<file path="src/rtl/mem_ctrl.sv">
// rtl/mem_ctrl.sv - byte-wide RAM/IO controller arbitrating IC fetches and LSB loads/stores
// Requests are latched as pending, granted round-robin from IDLE, then sequenced one byte per cycle.
module mem_ctrl (
   input  logic        clk,
   input  logic        rst,
   input  logic        flush,
   input  logic        ic_asking,
   input  logic [31:0] ic_addr,
   output logic [31:0] ic_data,
   output logic        data_ready,
   input  logic        lsb_req,
   input  logic        lsb_we,
   input  logic [31:0] lsb_addr,
   input  logic [1:0]  lsb_size,
   input  logic [31:0] lsb_wdata,
   output logic [31:0] lsb_rdata,
   output logic        lsb_ready,
   input  logic [7:0]  mem_din,
   output logic [7:0]  mem_dout,
   output logic [31:0] mem_a,
   output logic        mem_wr,
   input  logic        io_buffer_full
);
   typedef enum logic [1:0] {IDLE, IC_READ, LSB_READ, LSB_WRITE} state_t;
   localparam logic GRANT_IC  = 1'b0;
   localparam logic GRANT_LSB = 1'b1;

   state_t      state, state_d;
   logic [2:0]  k, k_d, n, n_d;
   logic [31:0] base, base_d, wdata, wdata_d, rbuf, rbuf_d;
   logic        last_grant, last_grant_d;
   logic        ic_pend, ic_pend_d;
   logic [31:0] ic_addr_q, ic_addr_d;
   logic        lsb_pend, lsb_pend_d, lsb_we_q, lsb_we_d;
   logic [31:0] lsb_addr_q, lsb_addr_d, lsb_wdata_q, lsb_wdata_d;
   logic [1:0]  lsb_size_q, lsb_size_d;
   logic [31:0] ic_data_d, lsb_rdata_d, mem_a_d;
   logic        data_ready_d, lsb_ready_d, mem_wr_d;
   logic [7:0]  mem_dout_d;
   logic [31:0] wr_addr;

   function automatic logic [2:0] nbytes(input logic [1:0] sz);
      case (sz)
         2'b00:   return 3'd1;
         2'b01:   return 3'd2;
         default: return 3'd4;
      endcase
   endfunction

   always_comb begin
      state_d      = state;
      k_d          = k;
      n_d          = n;
      base_d       = base;
      wdata_d      = wdata;
      rbuf_d       = rbuf;
      last_grant_d = last_grant;
      ic_data_d    = ic_data;
      lsb_rdata_d  = lsb_rdata;
      data_ready_d = 1'b0;
      lsb_ready_d  = 1'b0;
      mem_a_d      = mem_a;
      mem_wr_d     = 1'b0;
      mem_dout_d   = 8'h00;
      wr_addr      = '0;

      // Requests sampled at this edge already count as pending for the IDLE grant below.
      ic_pend_d = ic_pend;
      ic_addr_d = ic_addr_q;
      if (flush) begin
         ic_pend_d = 1'b0;
      end else if (ic_asking && !ic_pend) begin
         ic_pend_d = 1'b1;
         ic_addr_d = ic_addr;
      end
      lsb_pend_d  = lsb_pend;
      lsb_we_d    = lsb_we_q;
      lsb_addr_d  = lsb_addr_q;
      lsb_size_d  = lsb_size_q;
      lsb_wdata_d = lsb_wdata_q;
      if (lsb_req && !lsb_pend) begin
         lsb_pend_d  = 1'b1;
         lsb_we_d    = lsb_we;
         lsb_addr_d  = lsb_addr;
         lsb_size_d  = lsb_size;
         lsb_wdata_d = lsb_wdata;
      end

      case (state)
         IDLE: begin
            mem_a_d = '0;
            if (ic_pend_d && (!lsb_pend_d || last_grant == GRANT_LSB)) begin
               ic_pend_d    = 1'b0;
               last_grant_d = GRANT_IC;
               base_d       = ic_addr_d;
               n_d          = 3'd4;
               k_d          = '0;
               rbuf_d       = '0;
               mem_a_d      = ic_addr_d;
               state_d      = IC_READ;
            end else if (lsb_pend_d) begin
               lsb_pend_d   = 1'b0;
               last_grant_d = GRANT_LSB;
               base_d       = lsb_addr_d;
               n_d          = nbytes(lsb_size_d);
               wdata_d      = lsb_wdata_d;
               k_d          = '0;
               rbuf_d       = '0;
               if (lsb_we_d) begin
                  state_d = LSB_WRITE;
               end else begin
                  state_d = LSB_READ;
                  mem_a_d = lsb_addr_d;
               end
            end
         end
         IC_READ, LSB_READ: begin
            rbuf_d = rbuf | ({24'h0, mem_din} << {k[1:0], 3'b000});
            if (state == IC_READ && flush) begin
               state_d = IDLE;
               mem_a_d = '0;
               k_d     = '0;
            end else if (k + 3'd1 == n) begin
               state_d = IDLE;
               mem_a_d = '0;
               k_d     = '0;
               if (state == IC_READ) begin
                  data_ready_d = 1'b1;
                  ic_data_d    = rbuf_d;
               end else begin
                  lsb_ready_d = 1'b1;
                  lsb_rdata_d = rbuf_d;
               end
            end else begin
               k_d     = k + 3'd1;
               mem_a_d = base + {29'h0, k_d};
            end
         end
         LSB_WRITE: begin
            if (k == n) begin
               state_d     = IDLE;
               mem_a_d     = '0;
               k_d         = '0;
               lsb_ready_d = 1'b1;
            end
         end
         default: state_d = IDLE;
      endcase

      // k counts bytes already issued; an IO-region byte waits while the IO buffer is full.
      if (state_d == LSB_WRITE) begin
         wr_addr = base_d + {29'h0, k_d};
         mem_a_d = wr_addr;
         if (!(wr_addr[17:16] == 2'b11 && io_buffer_full)) begin
            mem_wr_d = 1'b1;
            case (k_d[1:0])
               2'd0:    mem_dout_d = wdata_d[7:0];
               2'd1:    mem_dout_d = wdata_d[15:8];
               2'd2:    mem_dout_d = wdata_d[23:16];
               default: mem_dout_d = wdata_d[31:24];
            endcase
            k_d = k_d + 3'd1;
         end
      end
   end

   always_ff @(posedge clk) begin
      if (rst) begin
         state       <= IDLE;
         k           <= '0;
         n           <= '0;
         base        <= '0;
         wdata       <= '0;
         rbuf        <= '0;
         last_grant  <= GRANT_IC;
         ic_pend     <= 1'b0;
         ic_addr_q   <= '0;
         lsb_pend    <= 1'b0;
         lsb_we_q    <= 1'b0;
         lsb_addr_q  <= '0;
         lsb_size_q  <= '0;
         lsb_wdata_q <= '0;
         ic_data     <= '0;
         lsb_rdata   <= '0;
         data_ready  <= 1'b0;
         lsb_ready   <= 1'b0;
         mem_a       <= '0;
         mem_wr      <= 1'b0;
         mem_dout    <= '0;
      end else begin
         state       <= state_d;
         k           <= k_d;
         n           <= n_d;
         base        <= base_d;
         wdata       <= wdata_d;
         rbuf        <= rbuf_d;
         last_grant  <= last_grant_d;
         ic_pend     <= ic_pend_d;
         ic_addr_q   <= ic_addr_d;
         lsb_pend    <= lsb_pend_d;
         lsb_we_q    <= lsb_we_d;
         lsb_addr_q  <= lsb_addr_d;
         lsb_size_q  <= lsb_size_d;
         lsb_wdata_q <= lsb_wdata_d;
         ic_data     <= ic_data_d;
         lsb_rdata   <= lsb_rdata_d;
         data_ready  <= data_ready_d;
         lsb_ready   <= lsb_ready_d;
         mem_a       <= mem_a_d;
         mem_wr      <= mem_wr_d;
         mem_dout    <= mem_dout_d;
      end
   end
endmodule

</file>
<file path="config.mk">
export PLATFORM = sky130hd
export DESIGN_NAME = mem_ctrl
export DESIGN_NICKNAME = d
export VERILOG_FILES = /design/src/rtl/mem_ctrl.sv
export SDC_FILE = /design/constraint.sdc
export NUM_CORES = 1
export LEC_CHECK = 0
export CAP_MARGIN = 20
export CORE_ASPECT_RATIO = 1.1
export CORE_MARGIN = 5
export CORE_UTILIZATION = 50
export DETAILED_ROUTE_END_ITERATION = 10
export PLACE_DENSITY = 0.77
export SLEW_MARGIN = 20
export SYNTH_ARGS = -nofsm -noshare
export SYNTH_HDL_FRONTEND = slang
export SYNTH_SLANG_ARGS = --single-unit
</file>
<file path="constraint.sdc">
create_clock -name clk -period 9 [get_ports clk]
set_input_delay 1.8 -clock clk [delete_from_list [all_inputs] [get_ports clk]]
set_output_delay 1.8 -clock clk [all_outputs]
set_load 0.02 [all_outputs]
</file>
==> results.json <==
{
  "period_share_pct": 72.3,
  "worst_clock_skew_ns": 0.0107,
  "routed_wl_um": 44400,
  "post_cts_buffers": 0,
  "yosys.area_share.simple_pct": 21.1,
  "insertion_delay_ns": 0.51,
  "finalPower_uw": 5370,
  "syn_area_per_cell_um2": 8.46,
  "critical_path_class": "input pin to register",
  "hold_viol": 0,
  "grt-ovfl-total": 0,
  "synth_top_area_share_pct": 44.4,
  "grt_antenna_before_repair": 0,
  "finalSetupViolCount": 0,
  "synthTopCellsByArea": "dfxtp_1 (44%), nor2_1 (9.2%), mux2i_1 (6.5%), a211oi_1 (5.0%), a21oi_1 (5.0%)",
  "synth_area_um2": 14100,
  "powerDensity_nw_per_um2": 305,
  "cts_root_buf": "clkbuf_16",
  "yosys_warnings": 0,
  "cp-start-kind": "input pin",
  "firstDrtPassIters": 6,
  "p_leak_uw": 0.00647,
  "placed_area_um2": 16400,
  "syn_inst": 1669,
  "rr_endpoint": "mem_dout[4]$_SDFF_PP0_",
  "start_util_pct": 50.7,
  "peakVddDrop_v": 0.000189,
  "cts_tree": "done",
  "r2r_slack_ns": 2.89,
  "area_delta_synth_final_pct": 24.5,
  "crit_required_ns": 9.40,
  "whs_ns": 0.450,
  "synth_top_family_by_area": "simple AND/OR/NAND/NOR gates",
  "rows": 64,
  "drt_iter0_drc": 1214,
  "yosysSeqAreaShare_pct": 44.4,
  "numCtsBuffers": 34,
  "clkTransAtPathRegs_ns": 0.06,
  "gp_congestion": 0.954,
  "fin_cells": 2196,
  "dieArea_um2": 31700,
  "tightest_slew_ns": 1.17,
  "relSlewSlack_pct": 21.9,
  "drv_cap": 0,
  "routedWlPerCell_um": 20.2,
  "async_flop_share_pct": 0,
  "drc": 0,
  "drive_above_1_share_pct": 5.02,
  "synth_fp_nets": 1799,
  "crit_path_end": "mem_dout[4]$_SDFF_PP0_",
  "multi_input_area_um2": 7280,
  "synth_compound_area_share_pct": 18.4,
  "timing.rr.start": "k[1]$_SDFF_PP0_",
  "port_buffers": 219,
  "grt_max_degree": 114,
  "synth_xor_area_share_pct": 3.41,
  "status": "completed",
  "crit_path_start": "ic_asking",
  "synth_cell_type_count": 75,
  "vias_per_cell": 5.96,
  "die_x_um": 170,
  "die_y_um": 186,
  "synth_commonest_cells": "nor2_1 (346), dfxtp_1 (313), a21oi_1 (140)",
  "clkSinkCount": 313,
  "diodes": 0,
  "clock_path_buffers": 3,
  "finalSetupTns_ns": 0,
  "core_area_um2": 27900,
  "hp-class": "register to register",
  "num-nets-final": 1942,
  "final_max_slew_viol_count": 0,
  "synthMuxAreaShare_pct": 6.76,
  "grt_setup_unrepaired": "no",
  "holdBufCountCts": 0,
  "synth-adder-area-share_pct": 1.61,
  "fillCellCount": 2346,
  "synth_edf_count": 0,
  "synth_seq_cells": 313,
  "synth_top_cell_by_area": "dfxtp_1",
  "antenna_left": 0,
  "crit_path_end_kind": "register",
  "regArea_um2": 6270,
  "track_usage_pct": 27.0,
  "ctsHtreeMaxLevel": 2,
  "pin_count": 220,
  "ff2ff_path_depth": 17,
  "dp_cells": 2139,
  "path_max_fanout": 20,
  "period_minus_slack_ns": 6.50,
  "synth_flop_cell": "dfxtp_1",
  "cts_resized": 0,
  "max_freq_ghz": 0.154,
  "final_area_um2": 17600,
  "grt_first_pass_wirelength_um": 69100,
  "worstPathArrival_ns": 6.91,
  "dp_hpwl_um": 30800,
  "yosysMostFrequentCell": "nor2_1",
  "vias": 13100,
  "grt_pass1_vias": 13000
}
## worst max-delay path: stages
cell and delay [ns]:
clkdlybuf4s50_1 0.63, nor3b_4 0.65, buf_4 0.47, mux2i_1 0.20
a222oi_1 0.47, nand3_1 0.28, or4_4 0.63, or4_1 0.77
mux2i_4 0.34, a21bo_1 0.34, a211oi_1 0.30
## cell type report
type / count / share of cell area, %
tap: 363 / 2.58
clock inverter: 11 / 1.08
inverter: 27 / 0.577
multi-input combinational: 1199 / 41.4
sequential: 313 / 35.7
timing repair buffer: 237 / 13.3
clock buffer: 46 / 5.39
## cell families after synthesis
| logic type | after synthesis |
|---|---|
| simple gates | 638 |
| buf+inv | 157 |
| flops | 313 |
| xor+xnor | 55 |
| mux | 94 |
| compound gates | 395 |
| fa+ha+maj | 17 |
## routing by layer
layer / wire [um] / vias to the layer above / share of wire [%] / global-route usage, %
met4: 1770 / 0 / 4.0 / 10.4
met2: 20900 / 609 / 47 / 46.0
met1: 17500 / 6182 / 39 / 33.2
li1: - / 6174 / - / -
met3: 4160 / 126 / 9.4 / 6.79
met5: 0 / - / 0 / 0
## metrics by stage
stage | util (%) | setup slack, ns
floorplan | - | 2.96
global placement | 59.0 | 2.26
detailed placement | 59.0 | 2.13
CTS | 63.1 | 2.58
global route | 63.1 | 2.22
finish | 63.1 | 2.50
## cell usage in the layout (no fill, tap or decap), types with 6 or more instances in the layout
| cell type | netlist | layout |
|---|---|---|
| nand3_1 | 33 | 33 |
| o221ai_1 | 9 | 9 |
| nand2b_1 | 10 | 9 |
| nor3_1 | 24 | 23 |
| inv_1 | 26 | 26 |
| o211ai_1 | 20 | 20 |
| nor2_1 | 346 | 344 |
| nand4_1 | 9 | 9 |
| or3_1 | 8 | 8 |
| o22ai_1 | 31 | 31 |
| nor3b_1 | 25 | 24 |
| o21ai_0 | 27 | 26 |
| xnor2_1 | 32 | 32 |
| clkdlybuf4s50_1 | 0 | 218 |
| clkbuf_1 | 100 | 8 |
| clkbuf_16 | 0 | 35 |
| nor4_1 | 6 | 6 |
| a211oi_1 | 94 | 94 |
| a221o_1 | 6 | 6 |
| buf_4 | 3 | 17 |
| xor2_1 | 23 | 23 |
| nand3b_1 | 30 | 30 |
| nand2_1 | 93 | 92 |
| mux2i_1 | 92 | 92 |
| a21oi_1 | 140 | 139 |
| ha_1 | 15 | 15 |
| a22oi_1 | 12 | 12 |
| and3_1 | 8 | 8 |
| dfxtp_1 | 313 | 313 |
| nor2b_1 | 17 | 17 |
## sequential cells by signal (all words and copies together) (netlist names), 2 cells and up
| signal | cells |
|---|---|
| base | 32 |
| ic_addr_q | 32 |
| ic_data | 32 |
| lsb_addr_q | 32 |
| lsb_rdata | 32 |
| lsb_wdata_q | 32 |
| mem_a | 32 |
| rbuf | 32 |
| wdata | 32 |
| mem_dout | 8 |
| k | 3 |
| n | 3 |
| lsb_size_q | 2 |
| state | 2 |
## worst min path at each step
stage | startpoint | to | slack (ns) | depth (start not counted)
floorplan | ic_addr_q[7]$_SDFF_PP0_ | ic_addr_q[7]$_SDFF_PP0_ | 0.43 | 2
global placement | ic_addr_q[7]$_SDFF_PP0_ | ic_addr_q[7]$_SDFF_PP0_ | 0.44 | 2
detailed placement | ic_addr_q[7]$_SDFF_PP0_ | ic_addr_q[7]$_SDFF_PP0_ | 0.44 | 2
CTS | ic_addr_q[7]$_SDFF_PP0_ | ic_addr_q[7]$_SDFF_PP0_ | 0.45 | 2
global route | ic_addr_q[7]$_SDFF_PP0_ | ic_addr_q[7]$_SDFF_PP0_ | 0.48 | 2
finish | ic_addr_q[7]$_SDFF_PP0_ | ic_addr_q[7]$_SDFF_PP0_ | 0.45 | 2
## power by group
part	switching (uW)	total (uW)	internal [uW]
registers	163	1800	1630
logic	1350	2130	780
clock network	559	1440	881
total	2070	5370	3300
(Power assumes the default switching activity.)
==> variant 1 (same flow settings) <==
The 4 states of `state_t` get a one-hot encoding in 4 bits.
--- a/src/rtl/mem_ctrl.sv
+++ b/src/rtl/mem_ctrl.sv
@@ -23,3 +23,3 @@
 );
-   typedef enum logic [1:0] {IDLE, IC_READ, LSB_READ, LSB_WRITE} state_t;
+   typedef enum logic [3:0] {IDLE = 4'b0001, IC_READ = 4'b0010, LSB_READ = 4'b0100, LSB_WRITE = 4'b1000} state_t;
    localparam logic GRANT_IC  = 1'b0;
Check against the original RTL: no difference found for any inputs over 4 cycles, from zero or initial values and one cycle with rst high; so few cycles prove little.
==> variant 1 against the original RTL <==
  * Synthesized area is 1.2% higher
  * Via count decreased by 0.73%
  * Setup slack improved by 110 ps
  * Non-clock buffer count is 1 higher
  * Sequential cell count increased by 2
  * Final area rose by 0.49%
  * Routed wire length is 5.8% lower
  * Critical path type unchanged
  * Critical endpoint is now mem_a[27]$_SDFFE_PP0P_
  * Largest cell class unchanged
Power is not compared: it rests on default switching activity, and its combinational part moved more than twofold at a synthesized area within 25%.
==> variant 1: results (changes against the original RTL) <==
[run_status]
outcome = finished, final reports clean

[placed_design]
placed_area_mm2 = 0.0166  ; +0.94%
gp_congestion = 0.961  ; +0.69%
place_hpwl_um = 28300  ; -8.2%
io_buffers = 219  ; unchanged

[clocking]
cts.path.max_buffers = 3  ; unchanged
cts_buffers = 34  ; unchanged
h-tree-depth = 2  ; unchanged
post_cts_buffers = 0  ; unchanged
cts.root.buffer_cell = clkbuf_16
clk_pin_slew_ps = 60  ; about the same
cts_resized = 0  ; unchanged
clock_latency_ps = 510  ; about the same

[synthesis]
ys_seq_area_frac = 0.441  ; -0.00249
synth-async-reset-ratio = 0  ; unchanged
synth_top_flop_cell = dfxtp_1
synth_area_leaders = dfxtp_1 (44%), nor2_1 (8.1%), mux2i_1 (6.9%)
ys_types = 74  ; -1.3%
synth_nets = 1762  ; -2.1%
synth_common_cells = dfxtp_1 (315), nor2_1 (307), mux2i_1 (99)
yosys_warnings = 0  ; unchanged

[grt]
grt_pass1_wl_um = 67000  ; -3.0%
grt_use_met1 = 0.337  ; +0.00514
grt_pass1_vias = 12600  ; -2.8%
grt_use_total = 0.253  ; -0.0175
grt_start_max_net_pins = 109  ; -4.4%
use_met2 = 0.417  ; -0.0424
antenna_found_initial = 1  ; +1
grt_util_met3 = 0.0454  ; -0.0224

[detailed_routing]
routed_wl_um = 41800  ; -5.8%
viasPerCell = 6.00  ; +0.64%
drtIter0Drc = 1558  ; +28%
drt_pass1_iterations = 9  ; +3

[hold_path]
hp-class = register to register

[sta]
worst_pin_slew_ps = 1120  ; -46.5 ps
skew_ps = 13.6  ; +2.91 ps

[cells_and_area]
finalNetCount = 1902  ; -2.1%
drive_gt1_frac = 0.0612  ; +0.0110
nFillCells = 2472  ; +5.4%

[setup_path]
critPathMaxFanout = 24  ; +20%

[power_and_ir_drop]
switching_share = 0.318
leakagePower_nw = 6.58
peakVddDrop_v = 0.000134

[variant 1: cell types whose count changed after synthesis, sizes merged, moves of 11 or more]
cell	before	now
nor2b	17	6
o21ai	29	65
a22oi	12	50
a21oi	142	51
a222oi	5	23
mux2	1	19
a211oi	94	79
o211ai	20	5
nor2	346	307
[variant 1: power by group through the flow]
stage | Clock, W | Sequential, W | Combinational [W]
5_1_grt | 0.00142 | 0.00163 | 0.00111
6_report | 0.00133 | 0.00162 | 0.00102
2_1_floorplan | 0 | 0.00166 | 0.000637
3_5_place_dp | 0 | 0.00164 | 0.00100
4_1_cts | 0.00136 | 0.00161 | 0.00101
3_3_place_gp | 0 | 0.00164 | 0.000986
[variant 1: layer usage]
| layer | up-vias | routed length [um] |
|---|---|---|
| li1 | 6173 | - |
| met1 | 6154 | 17200 |
| met5 | - | 0 |
| met2 | 585 | 20000 |
| met4 | 0 | 1170 |
| met3 | 83 | 3360 |
[variant 1: final timing paths]
path	depth (start not counted)	end	slack (ps)	startpoint
hold reg to reg	2	ic_addr_q[0]$_SDFF_PP0_	480	ic_addr_q[0]$_SDFF_PP0_
setup / recovery	10	mem_a[27]$_SDFFE_PP0P_	2610	flush
setup reg to reg	15	mem_a[30]$_SDFFE_PP0P_	3540	k[0]$_SDFF_PP0_
hold / removal	2	ic_addr_q[0]$_SDFF_PP0_	480	ic_addr_q[0]$_SDFF_PP0_
[variant 1: kinds of logic (layout without fill, tap and decap cells)]
kind of cell / after synthesis / after routing / synth area share
simple gates: 603 / 603 / 0.199
compound gates: 379 / 379 / 0.188
flops: 315 / 315 / 0.441
buf+inv: 159 / 320 / 0.0449
mux: 118 / 118 / 0.0843
xor+xnor: 49 / 49 / 0.0300
fa+ha+maj: 13 / 13 / 0.0124
other cells: 0 / 1 / 0
[variant 1: area by class of cell]
cell class	count	share of cell area
tap	368	0.0261
antenna	1	0.000142
inverter	25	0.00531
sequential	315	0.357
timing repair buffer	238	0.133
clock inverter	10	0.00595
clock buffer	47	0.0544
multi-input combinational	1162	0.418
[variant 1: per-stage QoR]
stage / instances / hold slack, ps / utilization / power [W] / worst slack [ps]
after floorplan: 1636 / 448 / - / 0.00230 / 2450
after global placement: 2108 / 463 / 0.583 / 0.00263 / 2330
after detailed placement: 2108 / 473 / 0.583 / 0.00265 / 2150
after CTS: 2165 / 487 / 0.620 / 0.00398 / 2660
after global routing: 2166 / 522 / 0.620 / 0.00416 / 2290
final: 2166 / 483 / 0.620 / 0.00397 / 2610
[variant 1: critical path: stages]
cell             delay (ps)
clkdlybuf4s50_1         590
nor3b_4                 970
buf_4                   550
mux2_2                  380
a222oi_1                740
or4_1                   450
or3_1                   560
nor4_1                  130
xor2_1                  170
a2111oi_0               410
==> variant 2 (config.mk and constraints unchanged) <==
Made on the original files. `ic_addr_q` no longer has a reset.
--- a/src/rtl/mem_ctrl.sv
+++ b/src/rtl/mem_ctrl.sv
@@ -176,3 +176,2 @@
          ic_pend     <= 1'b0;
-         ic_addr_q   <= '0;
          lsb_pend    <= 1'b0;
@@ -198,3 +197,2 @@
          ic_pend     <= ic_pend_d;
-         ic_addr_q   <= ic_addr_d;
          lsb_pend    <= lsb_pend_d;
@@ -213,2 +211,6 @@
    end
+
+   always_ff @(posedge clk) begin
+      ic_addr_q <= ic_addr_d;
+   end
 endmodule
Function: same outputs for any inputs over 4 cycles, from zero or initial values and one cycle with rst high; that may be too few to reach the edited logic, so the function may still have changed.
==> variant 2 against the original RTL <==
  * Routed wire length down 11%
  * Setup slack gained 310 ps
  * Sequential cell count stayed put
  * Register-to-register slack gained 200 ps
  * Clock power down 14%
  * Highest routed layer is now met5
  * Synthesized area decreased by 3.0%
  * Power is 12% lower
  * Critical path type unchanged
  * Hold slack better by 16 ps
  * Final area is 3.2% lower
==> variant 2: results (changes against the original RTL) <==
[clocking]
h-tree-depth = 1  ; -1
clock_latency_ps = 560  ; +50 ps
cts_resized = 0  ; unchanged
post_cts_buffers = 0  ; unchanged
cts_buffers = 31  ; -8.8%

[sta]
skew_ps = 12.9  ; +2.18 ps
slew_headroom = 0.225  ; +0.00657

[detailed_routing]
vias = 12100  ; -7.5%
drtIter0Drc = 926  ; -24%
routed_wl_um = 39500  ; -11%
drt_pass1_iterations = 6  ; unchanged

[grt]
antenna_found_initial = 2  ; +2
grt_use_total = 0.244  ; -0.0262
use_met2 = 0.412  ; -0.0479
grt_pass1_wl_um = 62500  ; -9.6%
grt_overflow_total = 0  ; unchanged
grt_use_met1 = 0.307  ; -0.0245
grt_util_met3 = 0.0555  ; -0.0124
grt_start_max_net_pins = 105  ; -7.9%

[power_and_ir_drop]
peakVddDrop_v = 0.000191  ; +1.0%
leakagePower_nw = 6.34  ; -2.0%

[synthesis]
synth-async-reset-ratio = 0  ; unchanged
synth_nets = 1696  ; -5.7%
syn_area_per_cell_um2 = 8.75  ; +3.4%
synth_top_flop_cell = dfxtp_1
ys_types = 66  ; -12%
synth_edf_count = 0  ; unchanged
synth_area_leaders = dfxtp_1 (46%), nor2_1 (9.0%), mux2i_1 (6.1%)
yosys_warnings = 0  ; unchanged
synth_common_cells = nor2_1 (328), dfxtp_1 (313), a21oi_1 (104)
ys_seq_area_frac = 0.457  ; +0.0135

[setup_path]
crit_family = simple AND/OR/NAND/NOR gates
slowest_stage = nand4_1
reg2regPathDepth = 18  ; +1
worstReg2RegEnd = mem_a[28]$_SDFFE_PP0P_
critPathMaxFanout = 16  ; -20%
cpPeakStageDelay_ps = 910  ; +140 ps
r2r_setup_slack_ps = 3090  ; +200 ps
cp-startpoint = flush
arrival_ps = 6590  ; -320 ps
r2r-start = state[0]$_SDFF_PP0_

[hold_path]
hold_start = ic_addr_q[30]$_DFF_P_
hp-class = register to register
worstHoldEndpoint = ic_addr_q[30]$_DFF_P_

[placed_design]
place_hpwl_um = 27600  ; -11%
place_inst = 2041  ; -4.6%
gp_congestion = 0.930  ; -2.5%

[cells_and_area]
drive_gt1_frac = 0.0587  ; +0.00853
nFillCells = 2265  ; -3.5%
fin_cells = 2094  ; -4.6%
finalNetCount = 1847  ; -4.9%
diodes = 0  ; unchanged

[run_status]
outcome = finished, final reports clean

variant 2: how the worst max path moves through the flow:
stage	end	slack (ps)	cells after the start
floorplan	k[1]$_SDFF_PP0_	3180	17
detailed placement	mem_a[31]$_SDFFE_PP0P_	2400	11
global route	mem_dout[3]$_SDFF_PP0_	2590	11
finish	mem_a[28]$_SDFFE_PP0P_	2810	16
CTS	mem_a[31]$_SDFFE_PP0P_	2970	11
global placement	mem_a[31]$_SDFFE_PP0P_	2530	11
variant 2: layout make-up:
type / count / area (um2) / share of cell area
Multi-Input combinational cell: 1100 / 6880 / 0.404
Clock inverter: 9 / 81.3 / 0.00478
Clock buffer: 44 / 895 / 0.0526
Sequential cell: 313 / 6270 / 0.368
Inverter: 38 / 143 / 0.00839
Tap cell: 357 / 447 / 0.0263
Timing Repair Buffer: 233 / 2300 / 0.135
variant 2: through the flow:
step                       util  hold slack [ps]  instance area [um2]  worst slack (ps)  power (W)
final                     0.631              467                17000              2810    0.00471
after global routing      0.631              490                17000              2590    0.00496
after CTS                 0.631              464                17000              2970    0.00472
after detailed placement  0.595              449                16000              2400    0.00347
after global placement    0.595              445                16000              2530    0.00343
after floorplan               -              425                13700              3180    0.00288
variant 2: report_power, final:
part,internal (W),switching (W)
Sequential,0.00166,0.000167
Combinational,0.000649,0.000996
Clock,0.000714,0.000528
variant 2: cells by family after synthesis:
| family | count (synthesis) | share of synthesized area |
|---|---|---|
| XOR/XNOR | 65 | 0.0416 |
| adder cells (fa/ha/maj) | 17 | 0.0166 |
| multiplexers | 104 | 0.0779 |
| flip-flops | 313 | 0.457 |
| buffers and inverters | 153 | 0.0439 |
| AND/OR/NAND/NOR | 561 | 0.190 |
| AO/OA/AOI/OAI | 353 | 0.173 |
variant 2: worst register-to-register path, cell delays in order, from the launching register on:
cell     delay (ps)
dfxtp_1         420
inv_1            80
ha_1            520
buf_4           370
inv_2           270
nand4_1         960
o21ai_0         480
nand2_1         190
inv_1           180
ha_1            180
inv_1            50
fa_1            400
inv_1            70
a21oi_1         110
or2_2           340
or3_1           490
nor4_1          330
xor2_1          200
o22ai_1         110
variant 2: layer usage:
layer | wire length [um] | vias to the layer above
met5 | 26 | -
met4 | 1570 | 4
met3 | 3140 | 120
met2 | 18700 | 473
met1 | 16100 | 5691
li1 | - | 5819
